[src/rtl/imem_loader.sv]
// rtl/imem_loader.sv - byte-stream to instruction-memory word loader (option: IMEM_LOADER_CHECKSUM_EN)
module imem_loader #(
    parameter int DEPTH = 32
) (
    input  logic        clk,
    input  logic        rst_n,
    input  logic        start,
    input  logic        in_valid,
    output logic        in_ready,
    input  logic [7:0]  in_data,
    output logic        mem_we,
    output logic [31:0] mem_waddr,
    output logic [31:0] mem_wdata,
    output logic        busy,
    output logic        done,
    output logic        error
);

`ifdef IMEM_LOADER_CHECKSUM_EN
    typedef enum logic [2:0] {S_IDLE, S_LEN, S_DATA, S_CKSUM, S_DONE} state_t;
`else
    typedef enum logic [2:0] {S_IDLE, S_LEN, S_DATA, S_DONE} state_t;
`endif

    state_t      r_state;
    state_t      w_next;
    logic [7:0]  r_cnt;
    logic [1:0]  r_idx;
    logic [31:0] r_asm;
    logic [31:0] r_addr;
    logic        r_we;
    logic [31:0] r_waddr;
    logic [31:0] r_wdata;
    logic        r_error;
    logic        w_fire;
    logic        w_len_bad;
`ifdef IMEM_LOADER_CHECKSUM_EN
    logic [7:0]  r_sum;
`endif

    assign w_fire    = in_valid && in_ready;
    assign w_len_bad = (in_data == 8'd0) || (32'(in_data) > 32'(DEPTH));
    assign mem_we    = r_we;
    assign mem_waddr = r_waddr;
    assign mem_wdata = r_wdata;
    assign error     = r_error;

    // In DATA a zero word count marks the final write cycle; no further bytes are taken then.
    always_comb begin
        w_next   = r_state;
        in_ready = 1'b0;
        busy     = 1'b0;
        done     = 1'b0;
        case (r_state)
            S_IDLE: begin
                if (start) w_next = S_LEN;
            end
            S_LEN: begin
                in_ready = 1'b1;
                busy     = 1'b1;
                if (w_fire) w_next = w_len_bad ? S_IDLE : S_DATA;
            end
            S_DATA: begin
                busy     = 1'b1;
                in_ready = (r_cnt != 8'd0);
`ifdef IMEM_LOADER_CHECKSUM_EN
                if (r_cnt == 8'd0) w_next = S_CKSUM;
`else
                if (r_cnt == 8'd0) w_next = S_DONE;
`endif
            end
`ifdef IMEM_LOADER_CHECKSUM_EN
            S_CKSUM: begin
                in_ready = 1'b1;
                busy     = 1'b1;
                if (w_fire) w_next = (in_data == r_sum) ? S_DONE : S_IDLE;
            end
`endif
            S_DONE: begin
                done   = 1'b1;
                w_next = S_IDLE;
            end
            default: w_next = S_IDLE;
        endcase
    end

    always_ff @(posedge clk) begin
        if (!rst_n) begin
            r_state <= S_IDLE;
            r_cnt   <= '0;
            r_idx   <= '0;
            r_asm   <= '0;
            r_addr  <= '0;
            r_we    <= 1'b0;
            r_waddr <= '0;
            r_wdata <= '0;
            r_error <= 1'b0;
`ifdef IMEM_LOADER_CHECKSUM_EN
            r_sum   <= '0;
`endif
        end else begin
            r_state <= w_next;
            r_we    <= 1'b0;
            case (r_state)
                S_IDLE: begin
                    if (start) r_error <= 1'b0;
                end
                S_LEN: begin
                    if (w_fire) begin
                        if (w_len_bad) begin
                            r_error <= 1'b1;
                        end else begin
                            r_cnt  <= in_data;
                            r_addr <= '0;
                            r_idx  <= '0;
`ifdef IMEM_LOADER_CHECKSUM_EN
                            r_sum  <= '0;
`endif
                        end
                    end
                end
                S_DATA: begin
                    if (w_fire) begin
`ifdef IMEM_LOADER_CHECKSUM_EN
                        r_sum <= r_sum + in_data;
`endif
                        r_idx <= r_idx + 2'd1;
                        if (r_idx == 2'd3) begin
                            r_we    <= 1'b1;
                            r_wdata <= {in_data, r_asm[23:0]};
                            r_waddr <= r_addr;
                            r_addr  <= r_addr + 32'd1;
                            r_cnt   <= r_cnt - 8'd1;
                        end else begin
                            r_asm[8*r_idx +: 8] <= in_data;
                        end
                    end
                end
`ifdef IMEM_LOADER_CHECKSUM_EN
                S_CKSUM: begin
                    if (w_fire && (in_data != r_sum)) r_error <= 1'b1;
                end
`endif
                default: ;
            endcase
        end
    end

endmodule
[config.mk]
export PLATFORM = sky130hd
export DESIGN_NAME = imem_loader
export DESIGN_NICKNAME = d
export VERILOG_FILES = /design/src/rtl/imem_loader.sv
export SDC_FILE = /design/constraint.sdc
export NUM_CORES = 1
export LEC_CHECK = 0
export ABC_AREA = 1
export CAP_MARGIN = 20
export CORE_UTILIZATION = 45
export DETAILED_ROUTE_END_ITERATION = 8
export DONT_BUFFER_PORTS = 1
export PLACE_DENSITY_LB_ADDON = 0.25
export SLEW_MARGIN = 10
export SYNTH_ARGS = -nofsm -noshare
export SYNTH_HDL_FRONTEND = slang
export SYNTH_SLANG_ARGS = --single-unit
export TNS_END_PERCENT = 100
[constraint.sdc]
create_clock -name clk -period 2.8 [get_ports clk]
set_input_delay 0.42 -clock clk [delete_from_list [all_inputs] [get_ports clk]]
set_output_delay 0.42 -clock clk [all_outputs]
set_load 0.02 [all_outputs]
==> impl_metrics.toml <==
[status]
status = "finished clean"

[layout]
drive_gt1_share_pct = 8.16
num-nets-final = 1040
n_antenna_cell = 0
final_util_pct = 50.7
area_growth_pct = 8.33

[yosys]
netlist_top_cells_area = "dfxtp_1 39%, nand2_1 15%, nand3_1 10%"
synth_edf_count = 0
avgSynthCellArea_um2 = 6.63
yosysMostFrequentCell = "nand2_1"
ys_ff_latch = 134
synth_flop_cell = "dfxtp_1"
syn_nets = 1065
synth_top_area_share_pct = 38.8
yosys.area.top_type = "dfxtp_1"
synth.distinct_cells = 33
syn-cell-area_mm2 = 0.00691
synthTopCellsByCount = "284 x nand2_1, 182 x nor2_1, 144 x nand3_1"
yosysSeqAreaShare_pct = 38.8
synth_cells = 1042
ys_warn_count = 0
synth-async-reset-ratio_pct = 0

[drt]
met3_length_mm = 1.14
routed-wl-met2_mm = 7.35
routed_via_density = 5.20
drt_iter0_markers = 542
drtAntennaViolNets = 0
drt-met1-wl_mm = 8.78
highest_layer = "met4"
via_count = 6312
wl_mm = 17.6
routedWlPerCell_um = 14.5
drt_pass1_iterations = 6
drc = 0

[sta]
skew_ns = 0.00938
setup_viol = 0
whs_ns = 0.111
setup_ws_ns = 0.466
rsz0062_at_grt = "false"
fmax_mhz = 428
finalSetupTns_ns = 0
period_minus_slack_ns = 2.33
post-route-period-util_pct = 83.4
tightest_slew_ns = 0.662
hold_violations = 0
slew_violations = 0
relSlewSlack_pct = 55.7

[global_route]
grt_usage_pct = 23.3
grt_first_pass_wirelength_mm = 29.4
overflow = 0
antenna_found_initial = 0
grt_start_max_net_pins = 61
grt_pass1_vias = 5589

[clock_tree]
root_buffer = "clkbuf_16"
clock_sinks = 134
clk_pin_slew_worst_paths_ns = 0.06
cts_resized = 0
ctsHoldBuffers = 0
post_cts_buffers = 0
cts_buffers = 17
clk-insertion-delay-late_ns = 0.43
clock_path_buffers = 2
cts_tree = "done"
htree_levels = 4

[setup_path]
startpoint_type = "flip-flop"
path_cells = "inv_1 -> ha_1 -> inv_1 -> a21oi_1"
path_class = "reg2out"
crit_top_cell = "inv_1"
slowest_delay_ns = 0.50
crit_fanout = 4
cp.required_ns = 2.38
cp.arrival_ns = 1.91
cpMaxStageDelayCell = "ha_1"
endpoint_kind = "output port"
crit_family = "adder cells"
path_buf_inv = 2

[floorplanning]
fp.dieW_um = 126
rows = 44
die_h_um = 126
core_area_mm2 = 0.0148
io_pins = 81
start_util_pct = 46.8
die-area_mm2 = 0.0159

[power_and_ir_drop]
peakVddDrop_mv = 0.413
power_density_mw_per_mm2 = 614
p_leak_uw = 0.00278

[placed_design]
gp_congestion = 0.922
preCtsSetupSlack_ns = 0.577
io_buffers = 0
dp_hpwl_mm = 11.8

[worst_hold_path]
hold_class = "in2reg"

[flow_run]
maxCapViolCount = 0
[metal layers]
layer / track usage [%] / vias up
li1: - / 3279
met1: 33.2 / 2831
met3: 5.73 / 23
met4: 8.29 / 0
met2: 34.0 / 179
met5: 0 / -
[kinds of logic (layout without fill, tap and decap cells)]
kind of cell | count (synthesis) | after routing | synth area share (%)
AOI/OAI and AO/OA | 109 | 109 | 8.84
adders and majority gates | 11 | 11 | 1.99
DFF | 134 | 134 | 38.8
xor gates and xnor gates | 7 | 7 | 0.887
and+or+nand+nor | 650 | 650 | 40.2
buffers and inverters | 131 | 119 | 9.24
[cells in the final DEF (no fill, tap or decap), types with 3 or more instances in the layout]
cell	count
nor2_1	182
inv_2	4
buf_4	11
nand3b_1	3
nand3_1	144
clkbuf_8	4
a21oi_2	12
o21ai_0	10
o21bai_1	4
xor2_1	7
ha_1	10
nor3_1	7
inv_1	70
nor3_4	3
clkbuf_16	17
a21oi_1	80
clkinvlp_4	4
nand2_1	284
nand4_1	5
nand2_2	12
dfxtp_1	134
[metrics by stage]
step           cell area (um2)  std cells  total power (uW)
2_1_floorplan             6910       1042              2340
3_3_place_gp              6900       1182              2430
3_5_place_dp              6900       1182              2430
4_1_cts                   7480       1214              4620
5_1_grt                   7480       1214              4770
6_report                  7480       1214              4590
[sequential cells by signal, indices dropped and copies added (netlist names)]
name       flops
mem_waddr     32
mem_wdata     32
r_addr        32
r_asm         24
r_cnt          8
r_idx          2
r_state        2
error          1
mem_we         1
[where the power goes]
| part | switching [uW] | internal [uW] | leakage (uW) |
|---|---|---|---|
| registers | 28.6 | 1930 | 0.00108 |
| clock network | 878 | 1320 | 0.000275 |
| logic | 313 | 128 | 0.00143 |
[cell type report]
class,instances,area (um2)
Timing Repair Buffer,13,123
Inverter,74,278
Clock buffer,22,484
Sequential cell,134,2680
Tap cell,184,230
Fill cell,1494,7270
Clock inverter,10,96.3
Multi-Input combinational cell,777,3590
[final timing paths]
check                  start            end  slack (ns)  cells past startpoint
hold reg to reg    r_asm[18]  mem_wdata[18]        0.48                      2
setup reg to reg  r_state[1]   mem_wdata[9]        0.55                      7
hold / removal         rst_n      r_asm[13]        0.11                      2
setup / recovery  r_state[1]       in_ready        0.47                      4
Power figures use the tool's default switching activity.
